===== config.mk =====
export PLATFORM = sky130hd
export DESIGN_NAME = mips_prog_loader
export DESIGN_NICKNAME = d
export VERILOG_FILES = /design/src/rtl/mips_prog_loader.sv
export SDC_FILE = /design/constraint.sdc
export NUM_CORES = 1
export LEC_CHECK = 0
export CAP_MARGIN = 20
export CORE_MARGIN = 2
export CORE_UTILIZATION = 49
export DETAILED_ROUTE_END_ITERATION = 16
export PLACE_DENSITY = 0.8
export SETUP_SLACK_MARGIN = 0.3
export SYNTH_ARGS = -nofsm -noshare
export SYNTH_HDL_FRONTEND = slang
export SYNTH_SLANG_ARGS = --single-unit
export TNS_END_PERCENT = 100

===== constraint.sdc =====
create_clock -name clk -period 3.3 [get_ports clk]
set_clock_uncertainty 0.2 [all_clocks]
set_input_delay 0.495 -clock clk [delete_from_list [all_inputs] [get_ports clk]]
set_output_delay 0.495 -clock clk [all_outputs]
set_load 0.01 [all_outputs]

===== src/rtl/mips_prog_loader.sv =====
// Program loader and run controller for the single-cycle MIPS core: streams
// 32-bit words into byte-wide instruction memory (MSB first), then runs the core.
module mips_prog_loader #(
  parameter int          IMEM_ADDR_W = 8,
  parameter int          CYC_W       = 16,
  parameter int unsigned BASE_ADDR   = 0
) (
  input  logic                   clk,
  input  logic                   reset,
  input  logic                   start,
  input  logic [IMEM_ADDR_W-2:0] prog_len,
  input  logic [CYC_W-1:0]       run_cycles,
  input  logic                   s_valid,
  input  logic [31:0]            s_data,
  output logic                   s_ready,
  output logic                   imem_we,
  output logic [IMEM_ADDR_W-1:0] imem_addr,
  output logic [7:0]             imem_wdata,
  output logic                   core_reset,
  input  logic [31:0]            core_pc,
  output logic                   busy,
  output logic                   done,
  output logic [1:0]             status,
  output logic [CYC_W-1:0]       cycle_count,
  output logic [31:0]            halt_pc
);

  localparam int LEN_W = IMEM_ADDR_W - 1;
  localparam int EXT_W = IMEM_ADDR_W + 2;
  localparam int CW1   = CYC_W + 1;
  localparam logic [EXT_W-1:0] CAPACITY = EXT_W'(1) << IMEM_ADDR_W;

  typedef enum logic [2:0] {S_IDLE, S_LOAD, S_WRITE, S_RUN, S_DONE} state_e;
  typedef enum logic [1:0] {ST_NONE, ST_PASS_END, ST_TIMEOUT, ST_LEN_ERR} status_e;

  state_e                 state;
  logic [LEN_W-1:0]       len_q;
  logic [LEN_W-1:0]       word_idx;
  logic [1:0]             byte_idx;
  logic [23:0]            word_q;
  logic [IMEM_ADDR_W-1:0] word_addr;
  logic [CYC_W-1:0]       run_q;
  logic [31:0]            end_pc;

  // End of the requested image, computed wide enough that it cannot wrap.
  logic [EXT_W-1:0] req_top;
  logic             len_bad;
  logic             budget_hit;

  assign req_top    = EXT_W'(BASE_ADDR) + {1'b0, prog_len, 2'b00};
  assign len_bad    = (prog_len == '0) || (req_top > CAPACITY);
  assign budget_hit = (run_q != '0) &&
                      (({1'b0, cycle_count} + CW1'(1)) == {1'b0, run_q});

  // NOTE: all state lives in one clocked block and uses non-blocking
  // assignments, so every output is a register and reads see last-cycle values.
  always_ff @(posedge clk) begin
    if (reset) begin
      // NOTE: datapath registers are reset too; with no memories here the
      // cost is nil and simulation never starts from X.
      state       <= S_IDLE;
      s_ready     <= 1'b0;
      imem_we     <= 1'b0;
      imem_addr   <= '0;
      imem_wdata  <= '0;
      core_reset  <= 1'b1;
      busy        <= 1'b0;
      done        <= 1'b0;
      status      <= ST_NONE;
      cycle_count <= '0;
      halt_pc     <= '0;
      len_q       <= '0;
      word_idx    <= '0;
      byte_idx    <= '0;
      word_q      <= '0;
      word_addr   <= '0;
      run_q       <= '0;
      end_pc      <= '0;
    end else begin
      unique case (state)
        S_IDLE, S_DONE: begin
          if (start) begin
            len_q       <= prog_len;
            run_q       <= run_cycles;
            end_pc      <= 32'(BASE_ADDR) + 32'({prog_len, 2'b00});
            cycle_count <= '0;
            status      <= ST_NONE;
            word_idx    <= '0;
            word_addr   <= IMEM_ADDR_W'(BASE_ADDR);
            done        <= 1'b0;
            if (len_bad) begin
              state   <= S_DONE;
              done    <= 1'b1;
              status  <= ST_LEN_ERR;
              halt_pc <= '0;
            end else begin
              state   <= S_LOAD;
              s_ready <= 1'b1;
              busy    <= 1'b1;
            end
          end
        end

        S_LOAD: begin
          if (s_valid && s_ready) begin
            state      <= S_WRITE;
            s_ready    <= 1'b0;
            imem_we    <= 1'b1;
            imem_addr  <= word_addr;
            imem_wdata <= s_data[31:24];
            word_q     <= s_data[23:0];
            byte_idx   <= 2'd0;
          end
        end

        S_WRITE: begin
          if (byte_idx == 2'd3) begin
            imem_we   <= 1'b0;
            word_idx  <= word_idx + LEN_W'(1);
            word_addr <= word_addr + IMEM_ADDR_W'(4);
            if (word_idx + LEN_W'(1) == len_q) begin
              state      <= S_RUN;
              core_reset <= 1'b0;
            end else begin
              state   <= S_LOAD;
              s_ready <= 1'b1;
            end
          end else begin
            // Remaining bytes shift up out of word_q, MSB first.
            byte_idx   <= byte_idx + 2'd1;
            imem_addr  <= imem_addr + IMEM_ADDR_W'(1);
            imem_wdata <= word_q[23:16];
            word_q     <= {word_q[15:0], 8'h00};
          end
        end

        S_RUN: begin
          // The cycle in which the PC sits at the end address is not counted
          // as an executed core cycle; a timeout cycle is.
          if (core_pc == end_pc) begin
            state      <= S_DONE;
            status     <= ST_PASS_END;
            done       <= 1'b1;
            busy       <= 1'b0;
            core_reset <= 1'b1;
            halt_pc    <= core_pc;
          end else begin
            if (cycle_count != '1) cycle_count <= cycle_count + CYC_W'(1);
            if (budget_hit) begin
              state      <= S_DONE;
              status     <= ST_TIMEOUT;
              done       <= 1'b1;
              busy       <= 1'b0;
              core_reset <= 1'b1;
              halt_pc    <= core_pc;
            end
          end
        end

        default: state <= S_IDLE;
      endcase
    end
  end

endmodule


==> impl_metrics.toml <==
[setup_path]
end_kind = "flop"
worstPathRequired_ps = 3470
cp_max_fo = 16
cp-start-kind = "flop"
cp.arrival_ps = 3060
crit_type = "reg2reg"

[yosys]
yosysTopAreaCellShare_pct = 42.43
ys_seq_area_share_pct = 42.43
synth_common_cells = "dfxtp_1, nand2_1, a21oi_1"
yosysUniqueCellTypes = 58
synth_top_cell_by_area = "dfxtp_1"
synth_warnings = 0
syn_avg_cell_area_um2 = 8.215
syn-instance-count = 781
ys.flop_type = "dfxtp_1"
async_flop_share_pct = 0
synthTopCellsByArea = "dfxtp_1, nand2_1, a21oi_1, a22o_1, nor2_1"
synth_edf_count = 0
yosysMostFrequentCell = "dfxtp_1"
netlist_area_um2 = 6416
ys_ff_latch = 136
synth_nets = 877

[routing]
ant_nets = 0
drc = 0
wl_per_cell_um = 16.27
num_vias = 6372
viasPerCell = 5.674
totalWireLength_um = 18270
drt-pass1-iter-count = 4
drt_iter0_markers = 388

[global_route]
grt_pass1_vias = 5972
antenna_found_initial = 0
overflow = 0
grt_max_degree = 48
grt_pass1_wl_um = 29580
grt_usage_pct = 25.79

[sta]
slew_headroom_pct = 66.25
max_freq_mhz = 345.4
fin_crit_ps = 2895
min_period_over_period_pct = 87.73
rsz0062_at_grt = "no"
setup_viol = 0
maxSlewViolCount = 0
hold_violations = 0
layout_setup_ws_ps = 404.9
hold_slack_ps = 256.2
worst_slew_pin_slew_ps = 501.6

[placement]
pre_cts_slack_ps = -40.78
place_congestion = 0.8897
detailed_place_hpwl_um = 12450
io_buffers = 161
dpl.cell_count = 1088

[floorplanning]
rows = 41
dieHeight_um = 118.4
initial_core_util_pct = 50.43
core_um2 = 12720
ioPinCount = 162
die_area_um2 = 14030
die_w_um = 118.4

[clock_network]
cts_buffer_depth = 2
root_buffer = "clkbuf_16"
cts.sinks = 136
clk_latency_ps = 420
cts_made_buffers = 17
h-tree-depth = 4
ctsHoldBuffers = 0
clkSlewWorstSetupHoldPaths_ps = 60
cts_tree = "built"

[layout]
area_growth_syn_to_layout_pct = 39.12
finalNonFillerCells = 1123
drive_gt1_share_pct = 10.09
post-route-util_pct = 70.16
nFillCells = 1048
antennaDiodeCount = 0
nets = 1034

[run_status]
status = "complete, no violations"

[run]
maxCapViolCount = 0

[power_and_ir_drop]
peakVddDrop_uv = 489.4
power_density_nw_per_um2 = 554.3
leakage_nw = 3.203
power_mw = 4.948

[min_path]
hold_path.class = "in2reg"
## state kept, by name, indices dropped and copies added (netlist names), 2 cells and up
name / flops
cycle_count: 16
imem_wdata: 8
word_idx: 7
byte_idx: 2
word_q: 24
run_q: 16
word_addr: 6
end_pc: 7
imem_addr: 8
status: 2
halt_pc: 32
state: 3
## layer usage
metal / GRT usage (%) / share of wire, % / vias to the layer above
met3: 5.936 / 6.5 / 23
met2: 43.06 / 48 / 234
met4: 8.705 / 1.2 / 0
li1: - / - / 3140
met5: 0 / 0 / -
met1: 32.79 / 44 / 2975
## through the flow
step	instance area, um^2	setup TNS, ps
after floorplan	6416	0
after global placement	8293	0
after detailed placement	8293	-40.78
after CTS	8843	0
after global routing	8926	0
final	8926	0
## placed cells by master, fill, tap and decap left out, types with 4 or more instances in the layout
cell             Yosys  routed
o211ai_1             4       4
a21oi_1             80      79
dfxtp_1            136     130
a22o_1              32      32
nor3b_1              5       4
clkinv_2             0       6
nor4_1              11      11
a211oi_1             7       7
nor3_1              21      19
xor2_1               9       9
clkbuf_16            0      18
nor2_1              74      74
and4_1               4       4
nand3_1             31      31
or3_1                8       8
inv_1                7       7
ha_1                 5       4
or4_1                6       6
nand4_1              8       8
clkinvlp_4           0       4
buf_4                3      34
clkdlybuf4s50_1      0     160
a31oi_1              7       7
a311oi_1            26      25
dfxtp_2              0       5
xnor2_1             31      31
o21ai_0             25      25
and3_1               8       7
nand2_1            132     132
## worst paths after layout
kind,startpoint,end,slack (ps),cells past startpoint
worst min register to register,word_q[7],word_q[7],260,2
worst max register to register,cycle_count[4],halt_pc[21],400,8
worst min-delay path,reset,cycle_count[0],260,2
worst max-delay path,cycle_count[4],halt_pc[21],400,8
## critical path: stages (launching register included)
cell and delay, ps:
dfxtp_2 450, and3_2 300, xnor2_1 80, or4_4 430
a2111oi_4 450, nand4b_2 200, a211oi_4 350, clkbuf_16 240
a22o_1 130
## power breakdown
group          total [mW]  leakage (nW)  internal (mW)  switching (mW)
logic                1.27          1.84          0.571           0.694
clock network        1.70         0.258          0.992           0.711
registers            1.98          1.11           1.82           0.162
## kinds of logic after synthesis
| kind of cell | synth area share, % |
|---|---|
| multiplexers | 0.1560 |
| AO/OA/AOI/OAI | 20.91 |
| buffers and inverters | 4.485 |
| adder cells (fa/ha/maj) | 0.9750 |
| AND/OR/NAND/NOR | 24.88 |
| flip-flops | 42.43 |
| XOR/XNOR | 6.162 |
## final cells by class
| type | count | area [um^2] | area share (%) |
|---|---|---|---|
| Timing Repair Buffer | 197 | 1922 | 21.53 |
| Sequential cell | 136 | 2733 | 30.61 |
| Clock buffer | 20 | 456.7 | 5.116 |
| Clock inverter | 12 | 77.57 | 0.8691 |
| Tap cell | 172 | 215.2 | 2.411 |
| Inverter | 7 | 26.28 | 0.2944 |
| Multi-Input combinational cell | 579 | 3496 | 39.16 |
## repair_timing
action,4_1_cts,5_1_grt
buffers inserted,0,2
endpoints found under the setup margin,35,37
pin swaps,1,4
gates cloned,0,1
gates resized for setup,5,11
No activity file was read; power rests on OpenSTA's default activity.
